==> src/rtl/param_sync_fifo_if.sv <==
// +------------------------------------------------------------------+
// | param_sync_fifo_if : write/read/status bundle for param_sync_fifo |
// | Revision 1.0                                                      |
// +------------------------------------------------------------------+
`default_nettype none

interface param_sync_fifo_if #(
  parameter int DATA_WIDTH = 16,
  parameter int DEPTH      = 16
);
  localparam int LEVEL_W = $clog2(DEPTH) + 1;

  logic                  clr_i;
  logic                  wr_en_i;
  logic [DATA_WIDTH-1:0] wr_data_i;
  logic                  full_o;
  logic                  almost_full_o;
  logic                  rd_en_i;
  logic [DATA_WIDTH-1:0] rd_data_o;
  logic                  rd_valid_o;
  logic                  empty_o;
  logic                  almost_empty_o;
  logic [LEVEL_W-1:0]    level_o;
  logic                  ovf_o;
  logic                  udf_o;

  modport master (
    output clr_i, wr_en_i, wr_data_i, rd_en_i,
    input  full_o, almost_full_o, rd_data_o, rd_valid_o,
           empty_o, almost_empty_o, level_o, ovf_o, udf_o
  );

  modport slave (
    input  clr_i, wr_en_i, wr_data_i, rd_en_i,
    output full_o, almost_full_o, rd_data_o, rd_valid_o,
           empty_o, almost_empty_o, level_o, ovf_o, udf_o
  );
endinterface

`default_nettype wire

==> src/rtl/param_sync_fifo.sv <==
// +------------------------------------------------------------------+
// | param_sync_fifo : single-clock FIFO, FWFT/registered read, flags  |
// | Option macro SFIFO_ERR_STICKY_EN: ovf/udf held until clr or reset |
// | Revision 1.0                                                      |
// +------------------------------------------------------------------+
`default_nettype none

module param_sync_fifo #(
  parameter int DATA_WIDTH = 16,
  parameter int DEPTH      = 16,
  parameter int AF_THRESH  = DEPTH - 2,
  parameter int AE_THRESH  = 2,
  parameter int FWFT       = 0
) (
  input  wire logic         clk,
  input  wire logic         rst_n,
  param_sync_fifo_if.slave  bus
);
  localparam int AW = $clog2(DEPTH);
  localparam int LW = AW + 1;

  logic [DATA_WIDTH-1:0] mem_q [DEPTH];
  logic [AW-1:0]         wr_ptr_q, wr_ptr_d;
  logic [AW-1:0]         rd_ptr_q, rd_ptr_d;
  logic [LW-1:0]         level_q, level_d;
  logic                  ovf_q, ovf_d;
  logic                  udf_q, udf_d;
  logic                  full, empty;
  logic                  wr_acc, rd_acc;
  logic                  ovf_evt, udf_evt;

  // Accept decisions use the registered level only; clr_i overrides both sides.
  always_comb begin
    full    = (level_q == LW'(DEPTH));
    empty   = (level_q == '0);
    wr_acc  = bus.wr_en_i & ~full  & ~bus.clr_i;
    rd_acc  = bus.rd_en_i & ~empty & ~bus.clr_i;
    ovf_evt = bus.wr_en_i & full;
    udf_evt = bus.rd_en_i & empty;

    wr_ptr_d = wr_ptr_q;
    rd_ptr_d = rd_ptr_q;
    level_d  = level_q;
    ovf_d    = ovf_q;
    udf_d    = udf_q;

    if (bus.clr_i) begin
      wr_ptr_d = '0;
      rd_ptr_d = '0;
      level_d  = '0;
      ovf_d    = 1'b0;
      udf_d    = 1'b0;
    end else begin
      if (wr_acc) wr_ptr_d = wr_ptr_q + AW'(1);
      if (rd_acc) rd_ptr_d = rd_ptr_q + AW'(1);
      case ({wr_acc, rd_acc})
        2'b10:   level_d = level_q + LW'(1);
        2'b01:   level_d = level_q - LW'(1);
        default: level_d = level_q;
      endcase
`ifdef SFIFO_ERR_STICKY_EN
      ovf_d = ovf_q | ovf_evt;
      udf_d = udf_q | udf_evt;
`else
      ovf_d = ovf_evt;
      udf_d = udf_evt;
`endif
    end
  end

  always_ff @(posedge clk or negedge rst_n) begin
    if (!rst_n) begin
      wr_ptr_q <= '0;
      rd_ptr_q <= '0;
      level_q  <= '0;
      ovf_q    <= 1'b0;
      udf_q    <= 1'b0;
    end else begin
      wr_ptr_q <= wr_ptr_d;
      rd_ptr_q <= rd_ptr_d;
      level_q  <= level_d;
      ovf_q    <= ovf_d;
      udf_q    <= udf_d;
    end
  end

  // Storage is deliberately left without reset.
  always_ff @(posedge clk) begin
    if (wr_acc) mem_q[wr_ptr_q] <= bus.wr_data_i;
  end

  assign bus.full_o         = full;
  assign bus.empty_o        = empty;
  assign bus.almost_full_o  = (level_q >= LW'(AF_THRESH));
  assign bus.almost_empty_o = (level_q <= LW'(AE_THRESH));
  assign bus.level_o        = level_q;
  assign bus.ovf_o          = ovf_q;
  assign bus.udf_o          = udf_q;

  generate
    if (FWFT != 0) begin : g_fwft
      assign bus.rd_data_o  = mem_q[rd_ptr_q];
      assign bus.rd_valid_o = ~empty;
    end else begin : g_reg_read
      logic [DATA_WIDTH-1:0] rd_data_q, rd_data_d;
      logic                  rd_valid_q, rd_valid_d;

      always_comb begin
        rd_data_d  = rd_data_q;
        rd_valid_d = 1'b0;
        if (bus.clr_i) begin
          rd_data_d = '0;
        end else if (rd_acc) begin
          rd_data_d  = mem_q[rd_ptr_q];
          rd_valid_d = 1'b1;
        end
      end

      always_ff @(posedge clk or negedge rst_n) begin
        if (!rst_n) begin
          rd_data_q  <= '0;
          rd_valid_q <= 1'b0;
        end else begin
          rd_data_q  <= rd_data_d;
          rd_valid_q <= rd_valid_d;
        end
      end

      assign bus.rd_data_o  = rd_data_q;
      assign bus.rd_valid_o = rd_valid_q;
    end
  endgenerate

endmodule

`default_nettype wire
==> src/flat_wrapper.sv <==
// flat-port wrapper written by rule: the top's interface ports become plain ports
module param_sync_fifo_flat 
#(
  parameter int DATA_WIDTH = 16,
  parameter int DEPTH      = 16,
  parameter int AF_THRESH  = DEPTH - 2,
  parameter int AE_THRESH  = 2,
  parameter int FWFT       = 0
)
  (clk, rst_n, bus_clr_i, bus_wr_en_i, bus_wr_data_i, bus_rd_en_i, bus_full_o, bus_almost_full_o, bus_rd_data_o, bus_rd_valid_o, bus_empty_o, bus_almost_empty_o, bus_level_o, bus_ovf_o, bus_udf_o);
  param_sync_fifo_if #(.DATA_WIDTH(DATA_WIDTH), .DEPTH(DEPTH)) bus_i ();
  input  wire logic clk;
  input  wire logic rst_n;
  input wire logic [$bits(bus_i.clr_i)-1:0] bus_clr_i;
  input wire logic [$bits(bus_i.wr_en_i)-1:0] bus_wr_en_i;
  input wire logic [$bits(bus_i.wr_data_i)-1:0] bus_wr_data_i;
  input wire logic [$bits(bus_i.rd_en_i)-1:0] bus_rd_en_i;
  output wire logic [$bits(bus_i.full_o)-1:0] bus_full_o;
  output wire logic [$bits(bus_i.almost_full_o)-1:0] bus_almost_full_o;
  output wire logic [$bits(bus_i.rd_data_o)-1:0] bus_rd_data_o;
  output wire logic [$bits(bus_i.rd_valid_o)-1:0] bus_rd_valid_o;
  output wire logic [$bits(bus_i.empty_o)-1:0] bus_empty_o;
  output wire logic [$bits(bus_i.almost_empty_o)-1:0] bus_almost_empty_o;
  output wire logic [$bits(bus_i.level_o)-1:0] bus_level_o;
  output wire logic [$bits(bus_i.ovf_o)-1:0] bus_ovf_o;
  output wire logic [$bits(bus_i.udf_o)-1:0] bus_udf_o;
  assign bus_i.clr_i = bus_clr_i;
  assign bus_i.wr_en_i = bus_wr_en_i;
  assign bus_i.wr_data_i = bus_wr_data_i;
  assign bus_i.rd_en_i = bus_rd_en_i;
  assign bus_full_o = bus_i.full_o;
  assign bus_almost_full_o = bus_i.almost_full_o;
  assign bus_rd_data_o = bus_i.rd_data_o;
  assign bus_rd_valid_o = bus_i.rd_valid_o;
  assign bus_empty_o = bus_i.empty_o;
  assign bus_almost_empty_o = bus_i.almost_empty_o;
  assign bus_level_o = bus_i.level_o;
  assign bus_ovf_o = bus_i.ovf_o;
  assign bus_udf_o = bus_i.udf_o;
  param_sync_fifo #(.DATA_WIDTH(DATA_WIDTH), .DEPTH(DEPTH), .AF_THRESH(AF_THRESH), .AE_THRESH(AE_THRESH), .FWFT(FWFT)) u_core (.clk(clk), .rst_n(rst_n), .bus(bus_i));
endmodule
==> config.mk <==
export PLATFORM = sky130hd
export DESIGN_NAME = param_sync_fifo_flat
export DESIGN_NICKNAME = d
export VERILOG_FILES = /design/src/rtl/param_sync_fifo_if.sv /design/src/rtl/param_sync_fifo.sv /design/src/flat_wrapper.sv
export SDC_FILE = /design/constraint.sdc
export NUM_CORES = 1
export LEC_CHECK = 0
export CORE_ASPECT_RATIO = 0.5
export CORE_MARGIN = 2
export CORE_UTILIZATION = 35
export DETAILED_ROUTE_END_ITERATION = 12
export GPL_ROUTABILITY_DRIVEN = 0
export PLACE_DENSITY = 0.54
export SETUP_SLACK_MARGIN = 0.3
export SYNTH_ARGS = -nofsm -noshare
export SYNTH_HDL_FRONTEND = slang
export SYNTH_SLANG_ARGS = --single-unit
==> constraint.sdc <==
create_clock -name clk -period 3.6 [get_ports clk]
set_input_delay 0.72 -clock clk [delete_from_list [all_inputs] [get_ports clk]]
set_output_delay 0.72 -clock clk [all_outputs]
set_load 0.02 [all_outputs]
==> flow_summary.ini, run 1 <==
[grt]
grt_max_degree = 36
grt_pass1_wl_um = 37890
overflow = 0
antenna_found_initial = 1
track_usage = 0.1502
grt_pass1_vias = 5793

[drt]
drcViolationCount = 0
wire_per_inst_um = 22.94
wirelength_um = 25140
via_per_inst = 5.165
first_pass_iters = 6
drtIter0Drc = 522
detail-route-antenna-nets = 0
vias = 5661

[synthesis]
ys_seq_elements = 288
ys.flop_type = edfxtp_1
synth_cell_types = 48
syn-instance-count = 553
syn_area_per_cell_um2 = 20.51
ys_warn_count = 0
seq_area_frac_synth = 0.7485
synthArstFlopShare = 0.1111
synthesis.area_mm2 = 0.01134
synth_edf_count = 256
syn_nets = 581

[die]
core-area_mm2 = 0.03177
die_x_um = 258.6
ios = 49
die_y_um = 131.3
rows = 46
die-area_mm2 = 0.03394
start_util = 0.3569

[setup_path]
endpoint_kind = output port
crit_required_ns = 2.88
cp.arrival_ns = 2.38
crit_type = register to output port
cp_max_fo = 11
worstSetupStartpointType = register

[cells_and_area]
n_antenna_cell = 0
drive_gt1_frac = 0.2726
nNetsFinal = 671
multi_input_area_mm2 = 0.002715
fill_cells = 2764
register_area_mm2 = 0.008494
area_delta_synth_final_pct = 19.53
fin_cells = 1096

[run]
drv_cap = 0

[cts]
holdBufCountCts = 0
cts_made_buffers = 28
clock_sinks = 288
cts_tree = built
post-cts-setup-buffers = 0
clockBufferDepth = 3
htreeDepth = 1
clk_latency_ns = 0.55
clkSlewWorstSetupHoldPaths_ns = 0.07
clock-root-buffer = clkbuf_16

[power]
power.share.sequential = 0.467
ir_worst_vdd_v = 0.0002496
leakage_nw = 4.424
pwr-share-clk = 0.362
p_int_mw = 6.333
p_comb_frac = 0.171
power.density_mw_per_mm2 = 628.8
switching_power_mw = 2.190
p_sw_frac = 0.2570

[sta]
max-slew-margin-rel = 0.3692
report.final.slew_viol_count = 0
post-route-period-util = 0.8617
setup_tns_ns = 0
min_period_ns = 3.102
fmax_ghz = 0.3224
rsz0062_at_grt = no
finClkSkew_ns = 0.01330
worst_pin_slew_ns = 0.9462
setup_violations = 0
hold_violations = 0

[placed_design]
dp_cells = 1045
dpl.hpwl_um = 16010
io_buffers = 48

[worst_hold_path]
hp-class = input pin to asynchronous set/reset pin

[outcome]
status = finished clean
-- worst max-delay path, cell delays in order, from the launching register on --
cell and delay [ns]:
dfrtp_1 0.52, or3_1 0.50, nor3_1 0.17, clkdlybuf4s50_1 0.64
-- synth_stat cells (8+ instances only) --
cell      number  share of area
edfxtp_1     256           0.68
nor2_1        36          0.012
mux4_2        64           0.13
dfrtp_1       32          0.071
mux2i_1       18          0.016
inv_1          8         0.0026
clkbuf_1       9         0.0030
mux2_2        16          0.016
buf_2         12         0.0053
a221o_1       16          0.014
and2_1         8         0.0044
-- layer usage --
layer	up-vias	GRT usage	wire (um)
met5	-	0	0
met4	0	0.02826	366
met3	30	0.03106	1304
met2	130	0.2234	11210
met1	3055	0.2289	12260
li1	2446	-	-
-- area by class of cell --
type | instances | area share
multi-input combinational | 229 | 0.2003
tap | 432 | 0.03988
clock buffer | 30 | 0.05382
inverter | 9 | 0.002492
timing repair buffer | 87 | 0.05945
sequential | 288 | 0.6267
clock inverter | 21 | 0.01735
-- layout by cell type (no fill, tap or decap), types with 5 or more instances in the layout --
cell,count
a21oi_1,5
a221o_1,16
and2_1,8
buf_4,36
bufinv_16,5
clkbuf_16,29
clkdlybuf4s50_1,47
clkinv_1,8
dfrtp_1,29
edfxtp_1,256
ha_1,7
inv_1,8
mux2_2,16
mux2i_1,18
mux4_2,64
nand2_1,6
nor2_1,32
nor2_2,5
xor2_1,6
-- stage by stage --
step	power [mW]	setup slack, ns	hold WS [ns]	util	instance area, um2
after floorplan	4.911	0.6551	0.4244	-	11340
after global placement	5.513	0.4027	0.5018	0.3962	12590
after detailed placement	5.528	0.2863	0.5032	0.3962	12590
after CTS	8.600	0.4516	0.3381	0.4266	13550
after global routing	8.852	0.3916	0.3620	0.4266	13550
final	8.523	0.4978	0.3262	0.4266	13550
-- power groups by stage --
stage / clock network (mW) / logic, mW / registers (mW)
after floorplan: 0 / 0.876 / 4.03
after global placement: 0 / 1.46 / 4.05
after detailed placement: 0 / 1.47 / 4.06
after CTS: 3.14 / 1.48 / 3.99
after global routing: 3.28 / 1.56 / 4.01
final: 3.08 / 1.46 / 3.98
-- final timing paths --
check | endpoint | from | depth (start not counted) | slack, ns
min in group clk | u_core.bus.rd_data_o[15] | u_core.bus.rd_data_o[15] | 1 | 0.52
min | u_core.bus.rd_valid_o | rst_n | 1 | 0.33
max | bus_empty_o | u_core.bus.level_o[2] | 3 | 0.50
max reg2reg | u_core.bus.level_o[4] | u_core.bus.level_o[2] | 9 | 0.78
min reg2reg | u_core.bus.rd_data_o[15] | u_core.bus.rd_data_o[15] | 1 | 0.52
max in group asynchronous | u_core.rd_ptr_q[1] | rst_n | 1 | 2.59
-- logic make-up after synthesis --
kind of cell / Yosys count / synth area share
xor+xnor: 9 / 0.006952
mux: 98 / 0.1589
flops: 288 / 0.7485
simple gates: 79 / 0.03498
compound gates: 36 / 0.02803
buf+inv: 36 / 0.01490
fa+ha+maj: 7 / 0.007723
-- state kept, by name, indices dropped and copies added, names as in the netlist --
name,count
u_core.rd_ptr_q,4
u_core.bus.rd_data_o,16
u_core.bus.udf_o,1
u_core.bus.ovf_o,1
u_core.bus.level_o,5
u_core.bus.rd_valid_o,1
u_core.mem_q,256
u_core.wr_ptr_q,4
-- what timing repair did --
action,CTS,global route
gates resized for setup,0,1
hold endpoints to repair,0,0
setup endpoints to repair,0,1
(Power assumes the default switching activity.)
==> run 2: changes to the inputs <==
==> constraint.sdc (replaced) <==
create_clock -name clk -period 3.6 [get_ports clk]
set_input_delay 0.36 -clock clk [delete_from_list [all_inputs] [get_ports clk]]
set_output_delay 0.36 -clock clk [all_outputs]
set_load 0.02 [all_outputs]
==> run 2 against run 1 <==
Effect of this change: count of clock-buffer cells in the layout is 4 higher; via count shrank 1.1%; die area stayed put; critical path depth grew 6; sequential share of layout area rose by 0.48 points; non-clock buffer count fell by 5; sequential power is 1% lower; highest routed layer unchanged.
==> flow_summary.ini, run 2 (synthesis gave the netlist of run 1 again) <==
[setup_path]
r2r-end = u_core.bus.level_o[4]
cp_slowest_cell = dfrtp_1
worstRegToRegCells = 9
worst_path_largest_cell_delay_ns = 0.51
critical_path_buf_inv_count = 0
reg2reg_slack_ns = 0.84
cp_max_fo = 11
worstSetupStartpointType = register
crit_type = register to register
cp.arrival_ns = 3.17
path_delay_family = compound AO/OA/AOI/OAI gates
cp-startpoint = u_core.bus.level_o[2]
path_cells = nor3_4 > a21o_1 > nor2_1 > xor2_1 > ha_1 > or3_1 > a2111o_1 > o211ai_1 > a211oi_1
r2r_start = u_core.bus.level_o[2]
endpoint_kind = register
crit_required_ns = 4.01

[cts]
holdBufCountCts = 1
cts_resized = 0
htreeDepth = 1
clkSlewWorstSetupHoldPaths_ns = 0.06
post-cts-setup-buffers = 0
cts_made_buffers = 28
clk_latency_ns = 0.56
clock_sinks = 288
cts_tree = built
clockBufferDepth = 3
clock-root-buffer = clkbuf_16

[die]
die-area_mm2 = 0.03394
rows = 46
die_y_um = 131.3
start_util = 0.3569
core-area_mm2 = 0.03177
ios = 49
die_x_um = 258.6

[cells_and_area]
register_area_mm2 = 0.008494
final_common_cell = edfxtp_1
drive_gt1_frac = 0.2610
largest_reg_flops = 256
n_antenna_cell = 0
layout_common_cells = 256 x edfxtp_1, 64 x mux4_2, 47 x clkdlybuf4s50_1
multi_input_area_mm2 = 0.002713
fin_cells = 1091
area_delta_synth_final_pct = 18.63
largest-register = u_core.mem_q
nNetsFinal = 666
fill_cells = 2775

[grt]
overflow = 0
antenna_found_initial = 0
grt_pass1_vias = 5783
grt_max_degree = 66
track_usage = 0.1507
grt_pass1_wl_um = 37460

[outcome]
status = finished clean

[drt]
drtIter0Drc = 499
vias = 5598
wire_per_inst_um = 23.09
first_pass_iters = 5
drcViolationCount = 0
detail-route-antenna-nets = 0
wirelength_um = 25190
via_per_inst = 5.131

[power]
p_int_mw = 6.170
p_comb_frac = 0.176
p_sw_frac = 0.2570
pwr-share-clk = 0.350
power.share.sequential = 0.475
ir_worst_vdd_v = 0.0002988
switching_power_mw = 2.134
leakage_nw = 4.365
power.density_mw_per_mm2 = 617.3

[sta]
hold_violations = 0
max-slew-margin-rel = 0.3714
setup_tns_ns = 0
rsz0062_at_grt = no
post-route-period-util = 0.7667
setup_violations = 0
finClkSkew_ns = 0.02259
fmax_ghz = 0.3623
report.final.slew_viol_count = 0
min_period_ns = 2.760
worst_pin_slew_ns = 0.9428

[placed_design]
dp_cells = 1039
io_buffers = 48
dpl.hpwl_um = 14600

[run]
drv_cap = 0

[worst_hold_path]
hp-class = input pin to asynchronous set/reset pin
==> run 2: cell count changes in the layout (fill, tap and decap cells not counted), moves of 2 or more <==
cell       before  now
clkinv_1        8    6
bufinv_16       5    3
clkbuf_1        1    5
buf_4          36   31
==> run 2: power groups by stage <==
stage,Clock (mW),Sequential (mW),Combinational [mW]
after global routing,3.12,3.97,1.57
after CTS,2.97,3.95,1.49
after global placement,0,4.01,1.47
final,2.90,3.94,1.46
after floorplan,0,4.03,0.876
after detailed placement,0,4.02,1.48
==> run 2: final cells by class <==
type / instances / area share
Multi-Input combinational cell: 229 / 0.2017
Sequential cell: 288 / 0.6315
Clock inverter: 17 / 0.01330
Inverter: 9 / 0.002511
Clock buffer: 34 / 0.05451
Tap cell: 432 / 0.04018
Timing Repair Buffer: 82 / 0.05637
==> run 2: metrics by stage <==
stage                     setup WS [ns]  utilization  power (mW)  hold slack [ns]  instance area, um2
final                            0.8397       0.4234       8.303           0.4984               13450
after global routing             0.6622       0.4234       8.651           0.5521               13450
after CTS                        0.8254       0.4234       8.403           0.5066               13450
after detailed placement         0.6119       0.3944       5.496           0.5036               12530
after global placement           0.7220       0.3944       5.481           0.5051               12530
after floorplan                  0.8476            -       4.911          0.06441               11340
==> run 2: how the worst max path moves through the flow <==
stage	endpoint	slack (ns)	cells past startpoint
2_1_floorplan	u_core.mem_q[4][0]	0.85	5
3_3_place_gp	u_core.bus.level_o[4]	0.72	9
4_1_cts	u_core.bus.level_o[4]	0.83	9
3_5_place_dp	u_core.bus.level_o[4]	0.61	9
6_report	u_core.bus.level_o[4]	0.84	9
5_1_grt	u_core.bus.level_o[4]	0.66	9
==> run 2: worst register-to-register path, delay by kind of cell, from the launching register on <==
| kind | cells | cell delay, ns |
|---|---|---|
| fa+ha+maj | 1 | 0.23 |
| simple gates | 3 | 0.84 |
| compound gates | 4 | 0.89 |
| flops | 1 | 0.51 |
| xor+xnor | 1 | 0.17 |
==> run 2: per-layer routing <==
layer  share of wire  global-route usage
met1            0.49              0.2286
met2            0.43              0.2170
met3           0.061             0.03762
met4           0.019             0.03597
met5               0                   0
